===== config.mk =====
export PLATFORM = sky130hd
export DESIGN_NAME = dht11_response_framer
export DESIGN_NICKNAME = d
export VERILOG_FILES = /design/src/rtl/dht11_pkg.sv /design/src/rtl/dht11_frame_builder.sv /design/src/rtl/dht11_response_framer.sv
export SDC_FILE = /design/constraint.sdc
export NUM_CORES = 1
export LEC_CHECK = 0
export BUFFER_PORTS_ARGS = -buffer_cell sky130_fd_sc_hd__buf_2
export CAP_MARGIN = 25
export CORE_MARGIN = 2
export CORE_UTILIZATION = 35
export DETAILED_ROUTE_END_ITERATION = 8
export PLACE_DENSITY = 0.59
export RECOVER_POWER = 25
export SLEW_MARGIN = 5
export SYNTH_ARGS = -nofsm -noshare
export SYNTH_HDL_FRONTEND = slang
export SYNTH_SLANG_ARGS = --single-unit

===== constraint.sdc =====
create_clock -name clock -period 2.73 [get_ports clock]
set_input_delay 0.6825 -clock clock [delete_from_list [all_inputs] [get_ports clock]]
set_output_delay 0.6825 -clock clock [all_outputs]
set_load 0.1 [all_outputs]

===== src/rtl/dht11_pkg.sv =====
// rtl/dht11_pkg.sv - shared states, header codes and frame length for the DHT11 response framer
// DHT11_FRAME_CHECKSUM_EN adds a fourth XOR checksum byte to every frame.
package dht11_pkg;

   typedef enum logic [1:0] {
      IDLE = 2'd0,
      SEND = 2'd1,
      GAP  = 2'd2
   } state_t;

   localparam logic [7:0] HDR_TEMP   = 8'h01;
   localparam logic [7:0] HDR_HUM    = 8'h02;
   localparam logic [7:0] HDR_ERR    = 8'hEE;
   localparam logic [7:0] HDR_BADREQ = 8'hEF;

   localparam logic [1:0] REQ_TEMP = 2'b01;
   localparam logic [1:0] REQ_HUM  = 2'b10;

`ifdef DHT11_FRAME_CHECKSUM_EN
   localparam int FRAME_LEN = 4;
`else
   localparam int FRAME_LEN = 3;
`endif

   localparam int IDX_W = 2;
   localparam logic [IDX_W-1:0] LAST_IDX = IDX_W'(FRAME_LEN - 1);

endpackage


===== src/rtl/dht11_frame_builder.sv =====
// rtl/dht11_frame_builder.sv - combinational frame byte selection from measurement fields
// With DHT11_FRAME_CHECKSUM_EN, byte 3 is the XOR of bytes 0..2.
module dht11_frame_builder
   import dht11_pkg::*;
(
   input  logic [1:0]       req,
   input  logic [15:0]      result,
   input  logic             err,
   input  logic [IDX_W-1:0] idx,
   output logic [7:0]       data
);

   logic [7:0] hdr;
   logic [7:0] b1;
   logic [7:0] b2;

   // Error flag wins over the request code; bad codes carry no payload.
   always_comb begin
      hdr = HDR_BADREQ;
      b1  = 8'h00;
      b2  = 8'h00;
      if (err) begin
         hdr = HDR_ERR;
      end else if (req == REQ_TEMP) begin
         hdr = HDR_TEMP;
         b1  = result[15:8];
         b2  = result[7:0];
      end else if (req == REQ_HUM) begin
         hdr = HDR_HUM;
         b1  = result[15:8];
         b2  = result[7:0];
      end
   end

   always_comb begin
      data = 8'h00;
      case (idx)
         2'd0:    data = hdr;
         2'd1:    data = b1;
         2'd2:    data = b2;
`ifdef DHT11_FRAME_CHECKSUM_EN
         2'd3:    data = hdr ^ b1 ^ b2;
`endif
         default: data = 8'h00;
      endcase
   end

endmodule


===== src/rtl/dht11_response_framer.sv =====
// rtl/dht11_response_framer.sv - captures one DHT11 measurement and streams it as a byte frame to the UART
// DHT11_FRAME_CHECKSUM_EN selects the 4-byte frame with trailing checksum.
module dht11_response_framer
   import dht11_pkg::*;
#(
   parameter int GAP_CYCLES = 0,
   parameter int GAP_W      = 16
) (
   input  logic        clock,
   input  logic        rst_n,
   input  logic        rsp_valid,
   output logic        rsp_ready,
   input  logic [1:0]  rsp_req,
   input  logic [15:0] rsp_result,
   input  logic        rsp_err,
   output logic        tx_valid,
   input  logic        tx_ready,
   output logic [7:0]  tx_data,
   output logic        busy,
   output logic        frame_done
);

   localparam logic [GAP_W-1:0] GAP_LOAD = (GAP_CYCLES > 0) ? GAP_W'(GAP_CYCLES - 1) : '0;

   state_t           state, state_n;
   logic [IDX_W-1:0] idx, idx_n;
   logic [GAP_W-1:0] gap_cnt, gap_n;
   logic [1:0]       cap_req;
   logic [15:0]      cap_result;
   logic             cap_err;
   logic [7:0]       tx_data_q;
   logic [7:0]       byte_next;
   logic             frame_done_q, done_n;
   logic             load, capture, last;

   logic [1:0]       sel_req;
   logic [15:0]      sel_result;
   logic             sel_err;

   // The first byte is built from the live inputs so it is ready the cycle after the handshake.
   assign sel_req    = (state == IDLE) ? rsp_req    : cap_req;
   assign sel_result = (state == IDLE) ? rsp_result : cap_result;
   assign sel_err    = (state == IDLE) ? rsp_err    : cap_err;

   dht11_frame_builder u_builder (
      .req    (sel_req),
      .result (sel_result),
      .err    (sel_err),
      .idx    (idx_n),
      .data   (byte_next)
   );

   assign last = (idx == LAST_IDX);

   always_comb begin
      state_n = state;
      idx_n   = idx;
      gap_n   = gap_cnt;
      done_n  = 1'b0;
      load    = 1'b0;
      capture = 1'b0;
      case (state)
         IDLE: begin
            if (rsp_valid) begin
               capture = 1'b1;
               load    = 1'b1;
               idx_n   = '0;
               state_n = SEND;
            end
         end
         SEND: begin
            if (tx_ready) begin
               if (GAP_CYCLES > 0) begin
                  state_n = GAP;
                  gap_n   = GAP_LOAD;
               end else if (last) begin
                  state_n = IDLE;
                  done_n  = 1'b1;
               end else begin
                  idx_n = idx + 1'b1;
                  load  = 1'b1;
               end
            end
         end
         GAP: begin
            if (gap_cnt == '0) begin
               if (last) begin
                  state_n = IDLE;
                  done_n  = 1'b1;
               end else begin
                  idx_n   = idx + 1'b1;
                  load    = 1'b1;
                  state_n = SEND;
               end
            end else begin
               gap_n = gap_cnt - 1'b1;
            end
         end
         default: state_n = IDLE;
      endcase
   end

   always_ff @(posedge clock or negedge rst_n) begin
      if (!rst_n) begin
         state        <= IDLE;
         idx          <= '0;
         gap_cnt      <= '0;
         cap_req      <= '0;
         cap_result   <= '0;
         cap_err      <= 1'b0;
         tx_data_q    <= 8'h00;
         frame_done_q <= 1'b0;
      end else begin
         state        <= state_n;
         idx          <= idx_n;
         gap_cnt      <= gap_n;
         frame_done_q <= done_n;
         if (capture) begin
            cap_req    <= rsp_req;
            cap_result <= rsp_result;
            cap_err    <= rsp_err;
         end
         if (load) begin
            tx_data_q <= byte_next;
         end
      end
   end

   assign rsp_ready  = (state == IDLE);
   assign tx_valid   = (state == SEND);
   assign busy       = (state != IDLE);
   assign tx_data    = tx_data_q;
   assign frame_done = frame_done_q;

endmodule


==> results_dict.tcl <==
set metrics [dict create \
    initialDrtViolationCount 32 \
    drive_gt1_frac 0.4464 \
    postCtsSetupRepairBufs 0 \
    diodes 0 \
    cts_max_level 2 \
    synth.top_cell.area_share 0.4637 \
    cts_resized 0 \
    synth.net_count 159 \
    max_freq_mhz 432.5 \
    worstSetupPathType "register to primary output" \
    portBuffers 34 \
    clk_latency_ns 0.28 \
    hold_viol 0 \
    start_util 0.3589 \
    synth_area_leaders "dfrtp_1, mux2_2, mux2i_1, ha_1, o221ai_1" \
    grt_setup_unrepaired "false" \
    critPathLaunch "state[0]$_DFFE_PN0P_" \
    required_ns 2.05 \
    layout_common_cells "buf_2, dfrtp_1, mux2_2" \
    final-seq-area_um2 777.0 \
    gp_congestion 0.7346 \
    drv_cap 1 \
    grt_pass1_vias 1202 \
    fillers 465 \
    relSlewSlack -0.09997 \
    syn_inst 131 \
    die_w_um 73.14 \
    coreArea_um2 4661 \
    clock-root-buffer "clkbuf_8" \
    area_growth_pct 17.43 \
    fin_tns_setup_ns 0 \
    cp-end-kind "primary output" \
    vias 1162 \
    finalCriticalPeriod_ns 2.312 \
    grt_overflow_total 0 \
    synth.distinct_cells 31 \
    fin_crit_sh 0.8469 \
    min_path_type "register to register" \
    clk_pin_slew_ns 0.07 \
    finalWirelength_mm 3.410 \
    violations "max-capacitance violations, max-slew violations" \
    hold_path_startpoint "tx_data[2]$_DFFE_PN0P_" \
    syn_area_um2 1673 \
    wl_per_cell_um 15.36 \
    slew_violations 32 \
    dp.final_hpwl_mm 2.550 \
    first_pass_iters 4 \
    multiInputGateArea_um2 825.8 \
    nets 196 \
    cts_tree "built" \
    worst_slew_pin_slew_ns 1.650 \
    io_pins 35 \
    synth_warnings 0 \
    worstReg2RegStart "state[0]$_DFFE_PN0P_" \
    grt_usage 0.1396 \
    grt_pass1_wl_mm 5.609 \
    critPathMaxFanout 22 \
    finalSetupViolCount 0 \
    yosysSeqAreaShare 0.4637 \
    numCtsBuffers 5 \
    status "complete, but fails checks" \
    fp-row-count 25 \
    finClkSkew_ns 0.008673 \
    avgSynthCellArea_um2 12.77 \
    crit_arrival_ns 1.63 \
    final_common_cell "buf_2" \
    yosys.area.top_type "dfrtp_1" \
    antenna_found_initial 0 \
    die_h_um 73.14 \
    hold_buffers 0 \
    viasPerCell 5.234 \
    cp-start-kind "register" \
    clock_sinks 31 \
    dieArea_um2 5349 \
    clk_path_buf_depth 2 \
    drcViolationCount 0 \
    final_antenna_net_count 0 \
    grt_max_degree 32 \
    synth_seq_cells 31 \
]
critical path: stages, from the launching register on:
cell,delay [ns]
dfrtp_2,0.50
buf_4,0.35
buf_2,0.49
cell usage after synthesis (all sizes together):
library cell	number
a21oi	1
nand4	2
a221oi	1
buf	6
a32o	1
o21a	1
and3	2
nand2b	1
mux2	26
and2	1
inv	7
clkbuf	1
ha	5
dfrtp	31
nand2	8
nor2	5
a32oi	2
o211ai	1
mux2i	14
o221ai	7
nand3b	1
nand3	1
o21ai	1
a31oi	5
metal layers:
| metal | routed length, µm | GRT usage | vias up |
|---|---|---|---|
| met5 | 0 | 0 | - |
| met4 | 48 | 0.04938 | 0 |
| met2 | 1699 | 0.2192 | 28 |
| li1 | - | - | 556 |
| met1 | 1484 | 0.1781 | 572 |
| met3 | 177 | 0.04834 | 6 |
through the flow:
stage          worst slack (ns)  std cells  utilization  instance area (µm²)  hold WS [ns]
2_1_floorplan           0.08513        131            -                 1674        0.3869
3_3_place_gp             0.5794        215       0.4054                 1889        0.4825
3_5_place_dp             0.5251        215       0.4054                 1889        0.4783
4_1_cts                  0.3894        222       0.4217                 1966        0.4661
5_1_grt                  0.3390        222       0.4215                 1964        0.5261
6_report                 0.4180        222       0.4215                 1964        0.4914
registers in the layout (all words and copies together) (netlist names):
| signal | cells |
|---|---|
| cap_result | 16 |
| frame_done | 1 |
| cap_err | 1 |
| state | 1 |
| cap_req | 2 |
| tx_data | 8 |
| idx | 2 |
path summary, 6_finish.rpt:
check,end,slack [ns],depth (start not counted)
max,busy,0.42,2
min,tx_data[2]$_DFFE_PN0P_,0.49,2
max reg2reg,tx_data[1]$_DFFE_PN0P_,0.55,5
min reg2reg,tx_data[2]$_DFFE_PN0P_,0.49,2
max in group asynchronous,state[0]$_DFFE_PN0P_,0.85,1
min in group asynchronous,cap_req[1]$_DFFE_PN0P_,0.82,1
cells by family (layout without fill, tap and decap cells):
kind of cell               after synthesis  in the layout  share of synthesized area
buffers and inverters                   14             51                    0.04262
DFF                                     31             31                     0.4637
AOI/OAI and AO/OA                       20             20                     0.1100
muxes                                   40             40                     0.2685
adders and majority gates                5              5                    0.03740
and+or+nand+nor                         21             21                    0.07779
area by class of cell:
type / count / area share
flip-flops and latches: 31 / 0.3955
multi-input cells: 86 / 0.4204
inverters: 7 / 0.01338
repair buffers: 37 / 0.09745
clock buffers: 7 / 0.03885
well taps: 54 / 0.03439
Power is left out: the tool's default activity adds up to more than one toggle a clock period on the data nets, which glitch-free logic cannot reach.
